[config.mk]
export PLATFORM = sky130hd
export DESIGN_NAME = mem_port_arbiter_flat
export DESIGN_NICKNAME = d
export VERILOG_FILES = /design/src/rtl/mem_port_arbiter_pkg.sv /design/src/rtl/mem_port_arbiter_if.sv /design/src/rtl/mem_port_arbiter_pick.sv /design/src/rtl/mem_port_arbiter.sv /design/src/flat_wrapper.sv
export SDC_FILE = /design/constraint.sdc
export NUM_CORES = 1
export LEC_CHECK = 0
export ABC_AREA = 1
export CELL_PAD_IN_SITES_DETAIL_PLACEMENT = 1
export CELL_PAD_IN_SITES_GLOBAL_PLACEMENT = 1
export CORE_UTILIZATION = 33
export CTS_BUF_LIST = sky130_fd_sc_hd__clkbuf_8
export DETAILED_ROUTE_END_ITERATION = 10
export PLACE_DENSITY = 0.94
export RECOVER_POWER = 25
export SYNTH_ARGS = -nofsm -noshare
export SYNTH_HDL_FRONTEND = slang
export SYNTH_HIERARCHICAL = 1
export SYNTH_SLANG_ARGS = --single-unit
[constraint.sdc]
create_clock -name clock -period 3.6 [get_ports clock]
set_clock_uncertainty 0.1 [all_clocks]
set_input_delay 1.08 -clock clock [delete_from_list [all_inputs] [get_ports clock]]
set_output_delay 1.08 -clock clock [all_outputs]
set_load 0.02 [all_outputs]
[src/rtl/mem_port_arbiter_pkg.sv]
// Shared definitions for the unified-memory port arbiter.
//   arb_state_t : sequencer states (idle, memory busy, completion pulse)
//   OWN_IF/OWN_DM : owner encoding for the fetch and data ports
package cpu_defs;

  typedef enum logic [1:0] {
    ARB_IDLE = 2'd0,
    ARB_BUSY = 2'd1,
    ARB_DONE = 2'd2
  } arb_state_t;

  localparam logic OWN_IF = 1'b0;
  localparam logic OWN_DM = 1'b1;

endpackage

[src/rtl/mem_port_arbiter_if.sv]
// Bundle of the fetch port, data port, memory port and stall lines.
//   slave  : the arbiter's view (requests and memory read data in,
//            completions, memory controls and stalls out)
//   master : the pipeline/memory view (the opposite directions)
interface mem_port_arbiter_if #(
  parameter int ADDR_W = 32,
  parameter int DATA_W = 32
);
  logic              if_req;
  logic [ADDR_W-1:0] if_addr;
  logic [DATA_W-1:0] if_rdata;
  logic              if_ready;

  logic              dm_req;
  logic              dm_we;
  logic [ADDR_W-1:0] dm_addr;
  logic [DATA_W-1:0] dm_wdata;
  logic [DATA_W-1:0] dm_rdata;
  logic              dm_ready;

  logic              mem_en;
  logic              mem_we;
  logic [ADDR_W-1:0] mem_addr;
  logic [DATA_W-1:0] mem_wdata;
  logic [DATA_W-1:0] mem_rdata;

  logic              stall_IF;
  logic              stall_MEM;

  modport slave (
    input  if_req, if_addr, dm_req, dm_we, dm_addr, dm_wdata, mem_rdata,
    output if_rdata, if_ready, dm_rdata, dm_ready,
           mem_en, mem_we, mem_addr, mem_wdata, stall_IF, stall_MEM
  );

  modport master (
    output if_req, if_addr, dm_req, dm_we, dm_addr, dm_wdata, mem_rdata,
    input  if_rdata, if_ready, dm_rdata, dm_ready,
           mem_en, mem_we, mem_addr, mem_wdata, stall_IF, stall_MEM
  );

endinterface

[src/rtl/mem_port_arbiter_pick.sv]
// Combinational two-way picker.
//   req_if, req_dm : pending requests
//   last_owner     : owner of the most recently completed transaction
//   grant          : some request is pending
//   winner         : port to serve; on a tie the port that did not go last
module arb_pick2
  import cpu_defs::*;
(
  input  logic req_if,
  input  logic req_dm,
  input  logic last_owner,
  output logic grant,
  output logic winner
);

  always_comb begin
    grant  = req_if | req_dm;
    winner = OWN_IF;
    if (req_if && req_dm) begin
      winner = ~last_owner;
    end else if (req_dm) begin
      winner = OWN_DM;
    end
  end

endmodule

[src/rtl/mem_port_arbiter.sv]
// Arbiter sharing one single-port memory between instruction fetch and
// data access. Each transaction holds mem_en for LATENCY cycles, then the
// owner gets a one-cycle ready pulse with its read data.
//   clock, reset : rising-edge clock, asynchronous active-low reset
//   bus          : fetch/data request ports, memory port, stall outputs
module mem_port_arbiter
  import cpu_defs::*;
#(
  parameter int LATENCY = 2,
  parameter int ADDR_W  = 32,
  parameter int DATA_W  = 32
) (
  input  logic               clock,
  input  logic               reset,
  mem_port_arbiter_if.slave  bus
);

  localparam int CNT_W = $clog2(LATENCY + 1);
  localparam logic [CNT_W-1:0] CNT_LOAD = CNT_W'(LATENCY - 1);

  arb_state_t        state_q, state_d;
  logic [CNT_W-1:0]  cnt_q;
  logic              owner_q;
  logic              last_owner_q;
  logic              mem_en_q;
  logic              mem_we_q;
  logic [ADDR_W-1:0] mem_addr_q;
  logic [DATA_W-1:0] mem_wdata_q;
  logic              if_ready_q;
  logic              dm_ready_q;
  logic [DATA_W-1:0] if_rdata_q;
  logic [DATA_W-1:0] dm_rdata_q;

  logic grant;
  logic winner;
  logic start;
  logic finish;

  arb_pick2 u_pick (
    .req_if     (bus.if_req),
    .req_dm     (bus.dm_req),
    .last_owner (last_owner_q),
    .grant      (grant),
    .winner     (winner)
  );

  always_ff @(posedge clock or negedge reset) begin
    if (!reset) begin
      state_q <= ARB_IDLE;
    end else begin
      state_q <= state_d;
    end
  end

  always_comb begin
    state_d = state_q;
    start   = 1'b0;
    finish  = 1'b0;
    case (state_q)
      ARB_IDLE: begin
        if (grant) begin
          start   = 1'b1;
          state_d = ARB_BUSY;
        end
      end
      ARB_BUSY: begin
        if (cnt_q == '0) begin
          finish  = 1'b1;
          state_d = ARB_DONE;
        end
      end
      ARB_DONE: begin
        // Requests are not looked at here: a request still high now is
        // treated as a fresh transaction once back in IDLE.
        state_d = ARB_IDLE;
      end
      default: state_d = ARB_IDLE;
    endcase
  end

  always_ff @(posedge clock or negedge reset) begin
    if (!reset) begin
      cnt_q        <= '0;
      owner_q      <= OWN_IF;
      last_owner_q <= OWN_IF;
      mem_en_q     <= 1'b0;
      mem_we_q     <= 1'b0;
      mem_addr_q   <= '0;
      mem_wdata_q  <= '0;
      if_ready_q   <= 1'b0;
      dm_ready_q   <= 1'b0;
      if_rdata_q   <= '0;
      dm_rdata_q   <= '0;
    end else begin
      if_ready_q <= 1'b0;
      dm_ready_q <= 1'b0;
      if (start) begin
        // Memory-side controls are latched here, so requester inputs
        // moving during BUSY cannot disturb the access in flight.
        owner_q  <= winner;
        cnt_q    <= CNT_LOAD;
        mem_en_q <= 1'b1;
        if (winner == OWN_DM) begin
          mem_we_q    <= bus.dm_we;
          mem_addr_q  <= bus.dm_addr;
          mem_wdata_q <= bus.dm_wdata;
        end else begin
          mem_we_q    <= 1'b0;
          mem_addr_q  <= bus.if_addr;
          mem_wdata_q <= '0;
        end
      end else if (finish) begin
        mem_en_q     <= 1'b0;
        mem_we_q     <= 1'b0;
        last_owner_q <= owner_q;
        if (owner_q == OWN_IF) begin
          if_rdata_q <= bus.mem_rdata;
          if_ready_q <= 1'b1;
        end else begin
          if (!mem_we_q) begin
            dm_rdata_q <= bus.mem_rdata;
          end
          dm_ready_q <= 1'b1;
        end
      end else if (state_q == ARB_BUSY) begin
        cnt_q <= cnt_q - CNT_W'(1);
      end
    end
  end

  assign bus.mem_en    = mem_en_q;
  assign bus.mem_we    = mem_we_q;
  assign bus.mem_addr  = mem_addr_q;
  assign bus.mem_wdata = mem_wdata_q;
  assign bus.if_ready  = if_ready_q;
  assign bus.dm_ready  = dm_ready_q;
  assign bus.if_rdata  = if_rdata_q;
  assign bus.dm_rdata  = dm_rdata_q;

  assign bus.stall_IF  = bus.if_req & ~if_ready_q;
  assign bus.stall_MEM = bus.dm_req & ~dm_ready_q;

endmodule
[src/flat_wrapper.sv]
// flat-port wrapper written by rule: the top's interface ports become plain ports
module mem_port_arbiter_flat import cpu_defs::*;
#(
  parameter int LATENCY = 2,
  parameter int ADDR_W  = 32,
  parameter int DATA_W  = 32
)
  (clock, reset, bus_if_req, bus_if_addr, bus_dm_req, bus_dm_we, bus_dm_addr, bus_dm_wdata, bus_mem_rdata, bus_if_rdata, bus_if_ready, bus_dm_rdata, bus_dm_ready, bus_mem_en, bus_mem_we, bus_mem_addr, bus_mem_wdata, bus_stall_IF, bus_stall_MEM);
  mem_port_arbiter_if #(.ADDR_W(ADDR_W), .DATA_W(DATA_W)) bus_i ();
  input  logic clock;
  input  logic reset;
  input wire logic [$bits(bus_i.if_req)-1:0] bus_if_req;
  input wire logic [$bits(bus_i.if_addr)-1:0] bus_if_addr;
  input wire logic [$bits(bus_i.dm_req)-1:0] bus_dm_req;
  input wire logic [$bits(bus_i.dm_we)-1:0] bus_dm_we;
  input wire logic [$bits(bus_i.dm_addr)-1:0] bus_dm_addr;
  input wire logic [$bits(bus_i.dm_wdata)-1:0] bus_dm_wdata;
  input wire logic [$bits(bus_i.mem_rdata)-1:0] bus_mem_rdata;
  output wire logic [$bits(bus_i.if_rdata)-1:0] bus_if_rdata;
  output wire logic [$bits(bus_i.if_ready)-1:0] bus_if_ready;
  output wire logic [$bits(bus_i.dm_rdata)-1:0] bus_dm_rdata;
  output wire logic [$bits(bus_i.dm_ready)-1:0] bus_dm_ready;
  output wire logic [$bits(bus_i.mem_en)-1:0] bus_mem_en;
  output wire logic [$bits(bus_i.mem_we)-1:0] bus_mem_we;
  output wire logic [$bits(bus_i.mem_addr)-1:0] bus_mem_addr;
  output wire logic [$bits(bus_i.mem_wdata)-1:0] bus_mem_wdata;
  output wire logic [$bits(bus_i.stall_IF)-1:0] bus_stall_IF;
  output wire logic [$bits(bus_i.stall_MEM)-1:0] bus_stall_MEM;
  assign bus_i.if_req = bus_if_req;
  assign bus_i.if_addr = bus_if_addr;
  assign bus_i.dm_req = bus_dm_req;
  assign bus_i.dm_we = bus_dm_we;
  assign bus_i.dm_addr = bus_dm_addr;
  assign bus_i.dm_wdata = bus_dm_wdata;
  assign bus_i.mem_rdata = bus_mem_rdata;
  assign bus_if_rdata = bus_i.if_rdata;
  assign bus_if_ready = bus_i.if_ready;
  assign bus_dm_rdata = bus_i.dm_rdata;
  assign bus_dm_ready = bus_i.dm_ready;
  assign bus_mem_en = bus_i.mem_en;
  assign bus_mem_we = bus_i.mem_we;
  assign bus_mem_addr = bus_i.mem_addr;
  assign bus_mem_wdata = bus_i.mem_wdata;
  assign bus_stall_IF = bus_i.stall_IF;
  assign bus_stall_MEM = bus_i.stall_MEM;
  mem_port_arbiter #(.LATENCY(LATENCY), .ADDR_W(ADDR_W), .DATA_W(DATA_W)) u_core (.clock(clock), .reset(reset), .bus(bus_i));
endmodule
==> impl_metrics.toml <==
[cts]
cts_tree = "done"
cts-resized-gates = 0
clockBufferDepth = 2
htreeDepth = 4
holdBufCountCts = 0
cts.clk_slew.worst_paths_ns = 0.08
cts_buffers = 17
postCtsSetupRepairBufs = 0
clock-sinks = 138
clock-root-buffer = "clkbuf_8"
clk_latency_ns = 0.44

[placed_design]
place_ws_ns = 0.0883
place_congestion = 0.792
port_buffers = 266
place_hpwl_um = 14800
post_dp_cell_area_sq_um = 8880

[route]
via_per_inst = 4.79
drc_errors = 0
wirelength_um = 20300
drt_iter0_drc = 194
dr_total_vias = 5717
first_pass_iters = 5
wl_per_cell_um = 17.0
ant_nets = 0

[sta]
maxSlewHeadroom = -0.238
rsz0062_at_grt = "false"
setup_tns_ns = 0
max_freq_ghz = 0.285
worstMarginPinSlew_ns = 1.86
hold_viol_final = 0
slew_violations = 109
setup_viol = 0
post-route-min-period_ns = 3.51
final.setup.worst_slack_ns = 0.0860
fin_crit_sh = 0.976

[setup_path]
worst_setup_path_start_kind = "primary input"
path_class = "in -> out"
arrival_ns = 2.33
worstSetupEndpointType = "output port"
crit_chain = "clkdlybuf4s50_1 -> inv_1 -> nor2_1 -> clkdlybuf4s50_1"
r2r-start = "u_core/cnt_q[0]$_DFFE_PN0P_"
path_common_cell = "clkdlybuf4s50_1"
cp_max_fo = 3
slowest_delay_ns = 0.61
startpoint = "bus_dm_req"
slowest_stage = "clkdlybuf4s50_1"
crit_required_ns = 2.42

[die]
io_pins = 267
die_h_um = 137
std_cell_rows = 48
die_area_sq_um = 18700
coreArea_sq_um = 17500
die_w_um = 137
initial_core_util = 0.342

[logic_synthesis]
yosysUniqueCellTypes = 21
synth_area_sq_um = 5980
seq_area_frac_synth = 0.577
ys_ff_latch = 138
synthesis.nets = 834
syn_avg_cell_area_sq_um = 8.55
synth-warning-count = 6
syn_inst = 700

[power]
vdd_drop_max_mv = 0.396
power_density_nw_per_um2 = 922
p_leak_nw = 4.42

[grt]
grt_usage = 0.228
grt_pass1_wl_um = 32300
grt.overflow.total = 0
antenna_found_initial = 0
grt_pass1_vias = 6309
grt_max_degree = 101

[run_status]
outcome = "complete, but fails checks"
violations = "capacitance limit, slew limit"

[layout]
diodes = 0
layout_common_cells = "nand2_1 (298), clkdlybuf4s50_1 (265), dfrtp_1 (138), inv_1 (73), nand3_1 (36)"
nNetsFinal = 1090
syn2layout_area_growth_pct = 55.1
layout-drive-gt1-share = 0.0547
final_common_cell = "nand2_1"
final_area_sq_um = 9280

[min_path]
hp-class = "reg -> reg"
hp-start = "u_core/bus.if_rdata[29]$_DFFE_PN0P_"

[flow_run]
maxCapViolations = 2
==> state kept, by name, indices dropped and copies added (netlist names) <==
name / count
u_core/bus.mem_wdata: 32
u_core/bus.dm_rdata: 32
u_core/bus.mem_addr: 32
u_core/bus.mem_we: 1
u_core/state_q: 2
u_core/cnt_q: 2
u_core/last_owner_q: 1
u_core/bus.if_rdata: 32
u_core/bus.if_ready: 1
u_core/bus.mem_en: 1
u_core/bus.dm_ready: 1
u_core/owner_q: 1
==> where the power goes <==
part	switching (mW)	internal (mW)	leakage [nW]	total [mW]
registers	0.443	2.30	1.70	2.75
logic	2.57	1.89	2.51	4.46
clock network	0.627	0.726	0.201	1.35
total	3.64	4.92	4.42	8.56
==> metrics by stage <==
step	util	power, mW	hold WS [ns]	instances
CTS	0.533	8.67	0.377	1194
detailed placement	0.508	7.25	0.357	1162
global placement	0.508	7.01	0.352	1162
global route	0.531	9.11	0.401	1194
finish	0.531	8.56	0.375	1194
floorplan	-	5.02	0.342	700
==> layout make-up <==
type / instances / area (sq um)
clock inverter: 13 / 168
timing repair buffer: 280 / 2790
multi-input combinational: 443 / 2040
clock buffer: 19 / 262
sequential: 138 / 3450
fill: 2042 / 8190
tap: 225 / 282
inverter: 76 / 285
==> synth_stat cells (all sizes together) <==
master  number  area, sq um
nand2      299         1120
dfrtp      138         3450
inv         76          285
nand3       36          185
buf         34          180
o21ai       33          165
o211ai      32          240
o21bai      32          240
clkbuf       9         33.8
nor2         4         22.5
a21oi        3         18.8
ha           1         12.5
nand4        1         12.5
o22ai        1         6.26
or2          1         6.26
==> logic make-up after synthesis <==
logic type,Yosys count,share of synthesized area
AO/OA/AOI/OAI,101,0.112
AND/OR/NAND/NOR,341,0.225
adder cells (fa/ha/maj),1,0.00209
buffers and inverters,119,0.0834
flip-flops,138,0.577
==> path summary, 6_finish.rpt <==
| check | to | slack [ns] | cells after the start |
|---|---|---|---|
| worst min register to register | u_core/bus.if_rdata[29]$_DFFE_PN0P_ | 0.38 | 2 |
| worst min-delay path | u_core/bus.if_rdata[29]$_DFFE_PN0P_ | 0.38 | 2 |
| worst max register to register | u_core/bus.dm_rdata[14]$_DFFE_PN0P_ | 1.12 | 6 |
| min in group asynchronous | u_core/bus.mem_addr[11]$_DFFE_PN0P_ | 1.02 | 1 |
| worst max-delay path | bus_stall_MEM | 0.09 | 4 |
| max in group asynchronous | u_core/bus.dm_rdata[8]$_DFFE_PN0P_ | 0.63 | 2 |
==> metal layers <==
metal	vias to the layer above	share of wire	GRT usage
met3	44	0.057	0.0626
met2	185	0.53	0.409
li1	2687	-	-
met5	-	0	0
met1	2801	0.38	0.245
met4	0	0.034	0.110
==> worst max-delay path, delay by kind of cell <==
family	cells	cell delay, ns
and+or+nand+nor	1	0.10
buffers and inverters	3	1.15
Note: power is estimated with default switching activity, not from simulation.
